<file path="src/rtl/ff_stream_host.sv">
// ff_stream_host: streams an N x D1 matrix into a feed-forward engine,
// launches it, waits for done (with timeout) and streams the result out.
module ff_stream_host #(
    parameter int N       = 3,
    parameter int D1      = 3,
    parameter int WIDTH   = 8,
    parameter int OWIDTH  = 24,
    parameter int TIMEOUT = 64
) (
    input  logic                      clk,
    input  logic                      reset,
    input  logic                      in_valid,
    output logic                      in_ready,
    input  logic [WIDTH-1:0]          in_data,
    output logic [N*D1*WIDTH-1:0]     a_flat,
    output logic                      start,
    input  logic                      done,
    input  logic [N*D1*OWIDTH-1:0]    result_flat,
    output logic                      out_valid,
    input  logic                      out_ready,
    output logic [OWIDTH-1:0]         out_data,
    output logic                      out_last,
    output logic                      busy,
    output logic                      err_timeout
);

    localparam int NE = N * D1;
    localparam int IW = (NE > 1) ? $clog2(NE) : 1;
    localparam int CW = $clog2(TIMEOUT + 1);
    localparam logic [IW-1:0] LAST = IW'(NE - 1);
    localparam logic [CW-1:0] TLIM = CW'(TIMEOUT - 1);

    typedef enum logic [1:0] {
        ST_LOAD,
        ST_FIRE,
        ST_WAIT,
        ST_DRAIN
    } state_t;

    state_t                   state_q, state_d;
    logic [IW-1:0]            idx_q, idx_d;
    logic [CW-1:0]            wcnt_q, wcnt_d;
    logic [NE*WIDTH-1:0]      a_q, a_d;
    logic [NE*OWIDTH-1:0]     buf_q, buf_d;
    logic                     err_q, err_d;

    // State register; reset abandons any load, wait or drain in progress.
    always_ff @(posedge clk) begin
        if (reset) begin
            state_q <= ST_LOAD;
        end else begin
            state_q <= state_d;
        end
    end

    // Datapath registers: index, wait counter, matrix, result buffer, error.
    always_ff @(posedge clk) begin
        if (reset) begin
            idx_q  <= '0;
            wcnt_q <= '0;
            a_q    <= '0;
            buf_q  <= '0;
            err_q  <= 1'b0;
        end else begin
            idx_q  <= idx_d;
            wcnt_q <= wcnt_d;
            a_q    <= a_d;
            buf_q  <= buf_d;
            err_q  <= err_d;
        end
    end

    // Next-state and handshake outputs; done only matters while waiting.
    always_comb begin
        state_d   = state_q;
        idx_d     = idx_q;
        wcnt_d    = wcnt_q;
        a_d       = a_q;
        buf_d     = buf_q;
        err_d     = err_q;
        in_ready  = 1'b0;
        start     = 1'b0;
        out_valid = 1'b0;
        out_data  = '0;
        out_last  = 1'b0;
        busy      = 1'b1;
        unique case (state_q)
            ST_LOAD: begin
                busy     = 1'b0;
                in_ready = 1'b1;
                if (in_valid) begin
                    a_d[int'(idx_q)*WIDTH +: WIDTH] = in_data;
                    if (idx_q == LAST) begin
                        idx_d   = '0;
                        state_d = ST_FIRE;
                    end else begin
                        idx_d = idx_q + 1'b1;
                    end
                end
            end
            ST_FIRE: begin
                start   = 1'b1;
                wcnt_d  = '0;
                state_d = ST_WAIT;
            end
            ST_WAIT: begin
                if (done) begin
                    buf_d   = result_flat;
                    idx_d   = '0;
                    wcnt_d  = '0;
                    state_d = ST_DRAIN;
                end else if (wcnt_q == TLIM) begin
                    err_d   = 1'b1;
                    idx_d   = '0;
                    wcnt_d  = '0;
                    state_d = ST_LOAD;
                end else begin
                    wcnt_d = wcnt_q + 1'b1;
                end
            end
            ST_DRAIN: begin
                out_valid = 1'b1;
                out_data  = buf_q[int'(idx_q)*OWIDTH +: OWIDTH];
                out_last  = (idx_q == LAST);
                if (out_ready) begin
                    if (idx_q == LAST) begin
                        idx_d   = '0;
                        state_d = ST_LOAD;
                    end else begin
                        idx_d = idx_q + 1'b1;
                    end
                end
            end
            default: begin
                state_d = ST_LOAD;
            end
        endcase
    end

    assign a_flat      = a_q;
    assign err_timeout = err_q;

endmodule

</file>
<file path="config.mk">
export PLATFORM = sky130hd
export DESIGN_NAME = ff_stream_host
export DESIGN_NICKNAME = d
export VERILOG_FILES = /design/src/rtl/ff_stream_host.sv
export SDC_FILE = /design/constraint.sdc
export NUM_CORES = 1
export LEC_CHECK = 0
export ABC_AREA = 1
export CAP_MARGIN = 20
export CORE_MARGIN = 2
export CORE_UTILIZATION = 51
export CTS_BUF_LIST = sky130_fd_sc_hd__clkbuf_4 sky130_fd_sc_hd__clkbuf_8
export DETAILED_ROUTE_END_ITERATION = 8
export PLACE_DENSITY = 0.82
export SETUP_SLACK_MARGIN = 0.05
export SYNTH_ARGS = -nofsm -noshare
export SYNTH_HDL_FRONTEND = slang
export SYNTH_SLANG_ARGS = --single-unit
</file>
<file path="constraint.sdc">
create_clock -name clk -period 2.5 [get_ports clk]
set_input_delay 0.5 -clock clk [delete_from_list [all_inputs] [get_ports clk]]
set_output_delay 0.5 -clock clk [all_outputs]
set_load 0.02 [all_outputs]
</file>
# Word level (Yosys, flattened, before mapping)
# Index checks and enable logic that the tools add are counted.
# W data, S select, Z words.
# classes
mul,1
mux,23
shifts,3
n_reduce_logical,8
addsub,3
n_eq_ne,10
bitwise,1
# ops
op,count
$shiftx A216 B10 Y24,1
$bwmux W72,1
$shift A8 B33 Y72 const A,1
$shiftx A8 B33 Y72,1
$neg A7 Y33,1
$mux W24,1
$mux W4,5
$mux W7,2
$pmux W7 S2,1
$mux W2,6
$pmux W4 S3,1
$ne A2 B2 Y1 const B,4
$pmux W2 S4,1
$add A7 B1 Y7 const B,1
$eq A7 B6 Y1 const B,1
$mul A4 B2 Y6 const B,1
$mux W1,5
$reduce_and A5 Y1,1
$add A4 B1 Y4 const B,1
$eq A2 B2 Y1 const B,2
$eq A4 B4 Y1 const B,1
$reduce_and A2 Y1,2
$reduce_and A4 Y1,1
$ne A3 B3 Y1 const B,1
other kinds (6),6
# word_totals
register_bits,302
word_cells,55
input_bits,229

# Depth between registers and ports, before layout
# depth
depth_word,4
mapped_depth,14
depth_no_buf,11

# Worst setup path after synthesis
# OpenSTA, ideal clock, no wires.
# synth_path
path_type,flip-flop to flip-flop
start,register idx_q[0]
end,register a_q[39] (netlist: a_flat[39])
setup_ns,0.064
required_time_ns,2.436
path_stages_with_launch,13
arrival_time_ns,2.233
setup_slack_ns,0.203
period_less_slack_ns,2.297
path_cell_list,dfxtp_1 > buf_2 > inv_2 > buf_6 > clkbuf_1 > ha_1 > buf_2 > nor2_1 > nand4_4 > buf_2 > o21bai_1 > nand2_1 > nor2_1
# synth_via
elab_chain_len,3
word_cells_on_any_way,4
classes_between,add/sub (1); shift (2); mux (1)
# synth_rtl
item,line,source
"start, declared",41,"logic [IW-1:0] idx_q, idx_d;"
"start signal, assigned",65,idx_q <= idx_d;
$neg A7 Y33 *,92,a_d[int'(idx_q)*WIDTH +: WIDTH] = in_data;
$shiftx A8 B33 Y72 or $shift A8 B33 Y72 (tied branches),92,
$bwmux W72 *,92,
"end signal, assigned",61,a_q <= '0;
"end signal, assigned",67,a_q <= a_d;
"end, declared",43,"logic [NE*WIDTH-1:0] a_q, a_d;"
# Every way passes the cells marked *; elsewhere a longest branch is shown, timed or not.
# A chain may end at the register's enable or synchronous reset.

# Worst setup path after layout
# layout_path
start,register idx_q[0]
end,output out_data[6]
# layout_via
elab_chain_len,3
# layout_rtl
item,line,source
$mul A4 B2 Y6,123,out_data = buf_q[int'(idx_q)*OWIDTH +: OWIDTH];
$shiftx A216 B10 Y24,123,
$mux W24,87,unique case (state_q)
"end, declared",21,"output logic [OWIDTH-1:0] out_data,"
# Every way passes these cells.

==> run summary <==
Worst-path maximum fanout -> 8
# hold bufs at CTS -> 0
Total core area -> 25,800 um2
Pre-CTS WS -> -0.0956 ns
Crit path launch type -> register
Port bufs -> 330
Die height -> 166 um
Synthesized flop and latch total -> 302
Hold Path End -> buf_q[172]
Slew Limit Headroom -> 0.566
Non-filler cells, final -> 2,681
Hold crit path type -> register to register
HP Start -> buf_q[172]
Final Power -> 15.3 mW
Worst EP required -> 2.00 ns
Fraction of layout cells with a size suffix above 1 -> 0.152
Top cells by area, synth -> dfxtp_1, nor2_1, o21ai_0
Fin. max-slew vios -> 0
Cell Area, Synth -> 13,300 um2
Clock slew at reported path FFs -> 0.07 ns
DRT iter0 DRCs -> 1,881
Most frequent cells in the layout -> nor2_1, clkdlybuf4s50_1, dfxtp_1, o21ai_0, nand2_1
Net Count, Synth -> 2,205
Gpl congestion -> 0.995
Lkg Pwr -> 7.54 nW
Fin. Hold Viols -> 0
Setup_tns -> -4.21 ns
ANT nets after route -> 0
Die width -> 166 um
Fmax -> 360 MHz
Final setup fails -> 25
Cell Area, Placed -> 17,200 um2
Critical R2R Launch -> idx_q[0]
Io pins -> 331
Final wirelength -> 49,400 um
Clk_lat worst skew -> 0.60 ns
Grt total ovfl -> 0
First-pass GRT wire length -> 73,100 um
P&R area growth vs syn -> 46.2%
Min cycle time layout -> 2.78 ns
Share of the synthesized area in the top cell type -> 0.454
Number of global-route vias before repair -> 13,700
Peak VDD IR -> 462 uV
Initial core utilization -> 0.516
CTS Root Cell -> clkbuf_8
Maxcap violations -> 0
Final worst path period share -> 1.11
CTS sink count -> 302
Clk_skew -> 0.0225 ns
Unrepaired setup endpoints after global routing -> true
Kind of end point of the critical path -> output pin
Kind of critical path -> register to output pin
Max clock buf depth -> 3
Cells on Worst Hold Path -> 2
Vias per inst -> 5.54
CTS buffer count -> 49
Seq/Total Area, Yosys -> 0.454
Rows -> 59
Reg2Reg Depth -> 15
Synth area leader -> dfxtp_1
Pre-antenna DRT Iters -> 6
Full die area -> 27,400 um2
Inst Count DP -> 2,565
Antenna diode count -> 0
Slew of the pin with the lowest slew margin -> 0.645 ns
Setup slack, reg-to-reg -> 0.12 ns
Hpwl dp -> 33,700 um
Most common cell after layout, fill and taps aside -> nor2_1
Largest net degree at the start of global routing -> 67
Syn Inst Count -> 1,964
Total GRT Usage -> 0.333
Final WS setup -> -0.277 ns
Worst reg2reg endpoint -> a_flat[25]
Initial antenna violation count -> 0
Post-layout util -> 0.754
YS warnings -> 0
Post-route DRC -> 0
Distinct cells, synth -> 31
Nets -> 2,553
CTS H-Tree Depth -> 2
PD cells -> 787 nW/um2
Hold_ws -> 0.455 ns
Vias -> 14,800
Crit path DAT -> 2.28 ns
Status -> finished, violations left
Syn avg cell area -> 6.78 um2
DR WL/cell -> 18.4 um
FILL cells -> 1,904
Failing checks -> negative setup slack
Final Cell Area -> 19,500 um2
CTS tree -> done
## Yosys cell counts (all sizes together)
library cell	instances
nand3	88
o21a	1
buf	47
inv	82
nand2	180
xor2	1
a21oi	76
o21bai	8
a211oi	1
dfxtp	302
nor2	715
nor3	24
or2	1
clkbuf	84
o21ai	335
nand4	5
ha	12
clkinv	2
## per-layer routing
layer	up-vias	GRT usage	wire (um)
met5	-	0	0
met4	0	0.174	3130
met3	193	0.0695	4930
met2	906	0.536	22400
met1	6731	0.422	19000
li1	7012	-	-
## final cells by class
class	count	area, um2	share of cell area
timing repair buffer	428	4620	0.237
tap	335	419	0.0215
clock buffer	74	912	0.0468
multi-input combinational	1447	6990	0.359
sequential	302	6050	0.311
inverter	84	342	0.0175
clock inverter	11	140	0.00719
## how the worst max path moves through the flow
stage,from,endpoint,depth (start not counted)
finish,idx_q[0],out_data[6],10
global route,idx_q[0],out_data[6],10
CTS,idx_q[1],out_data[7],9
detailed placement,idx_q[0],out_data[20],9
global placement,idx_q[0],out_data[21],9
floorplan,idx_q[0],a_flat[39],12
## where the power goes
group | switching, mW | internal [mW]
clock network | 2.02 | 2.64
logic | 3.21 | 2.27
registers | 0.169 | 5.03
## registers in the layout, indices dropped and copies added, names as in the netlist
name and count:
err_timeout 1, a_flat 72, idx_q 4, wcnt_q 7
buf_q 216, state_q 2
## worst max-delay path: stages, from the launching register on
cell and delay (ns):
dfxtp_4 0.43, buf_6 0.12, buf_12 0.14, buf_8 0.13
nor2_1 0.06, nor2_1 0.14, nand2_1 0.11, nand3_2 0.12
nand3_2 0.14, a21oi_4 0.17, buf_6 0.13
## cell families after synthesis
kind of cell	after synthesis	share of synthesized area
compound gates	421	0.160
flops	302	0.454
simple gates	1013	0.308
fa+ha+maj	12	0.0113
xor+xnor	1	0.000658
buf+inv	215	0.0660
## what timing repair did
item,4_1_cts,5_1_grt
buffers inserted,6,15
setup endpoints to repair,30,56
pin swaps,21,57
gates resized for setup,181,175
gates cloned,4,6
(Power assumes the default switching activity.)
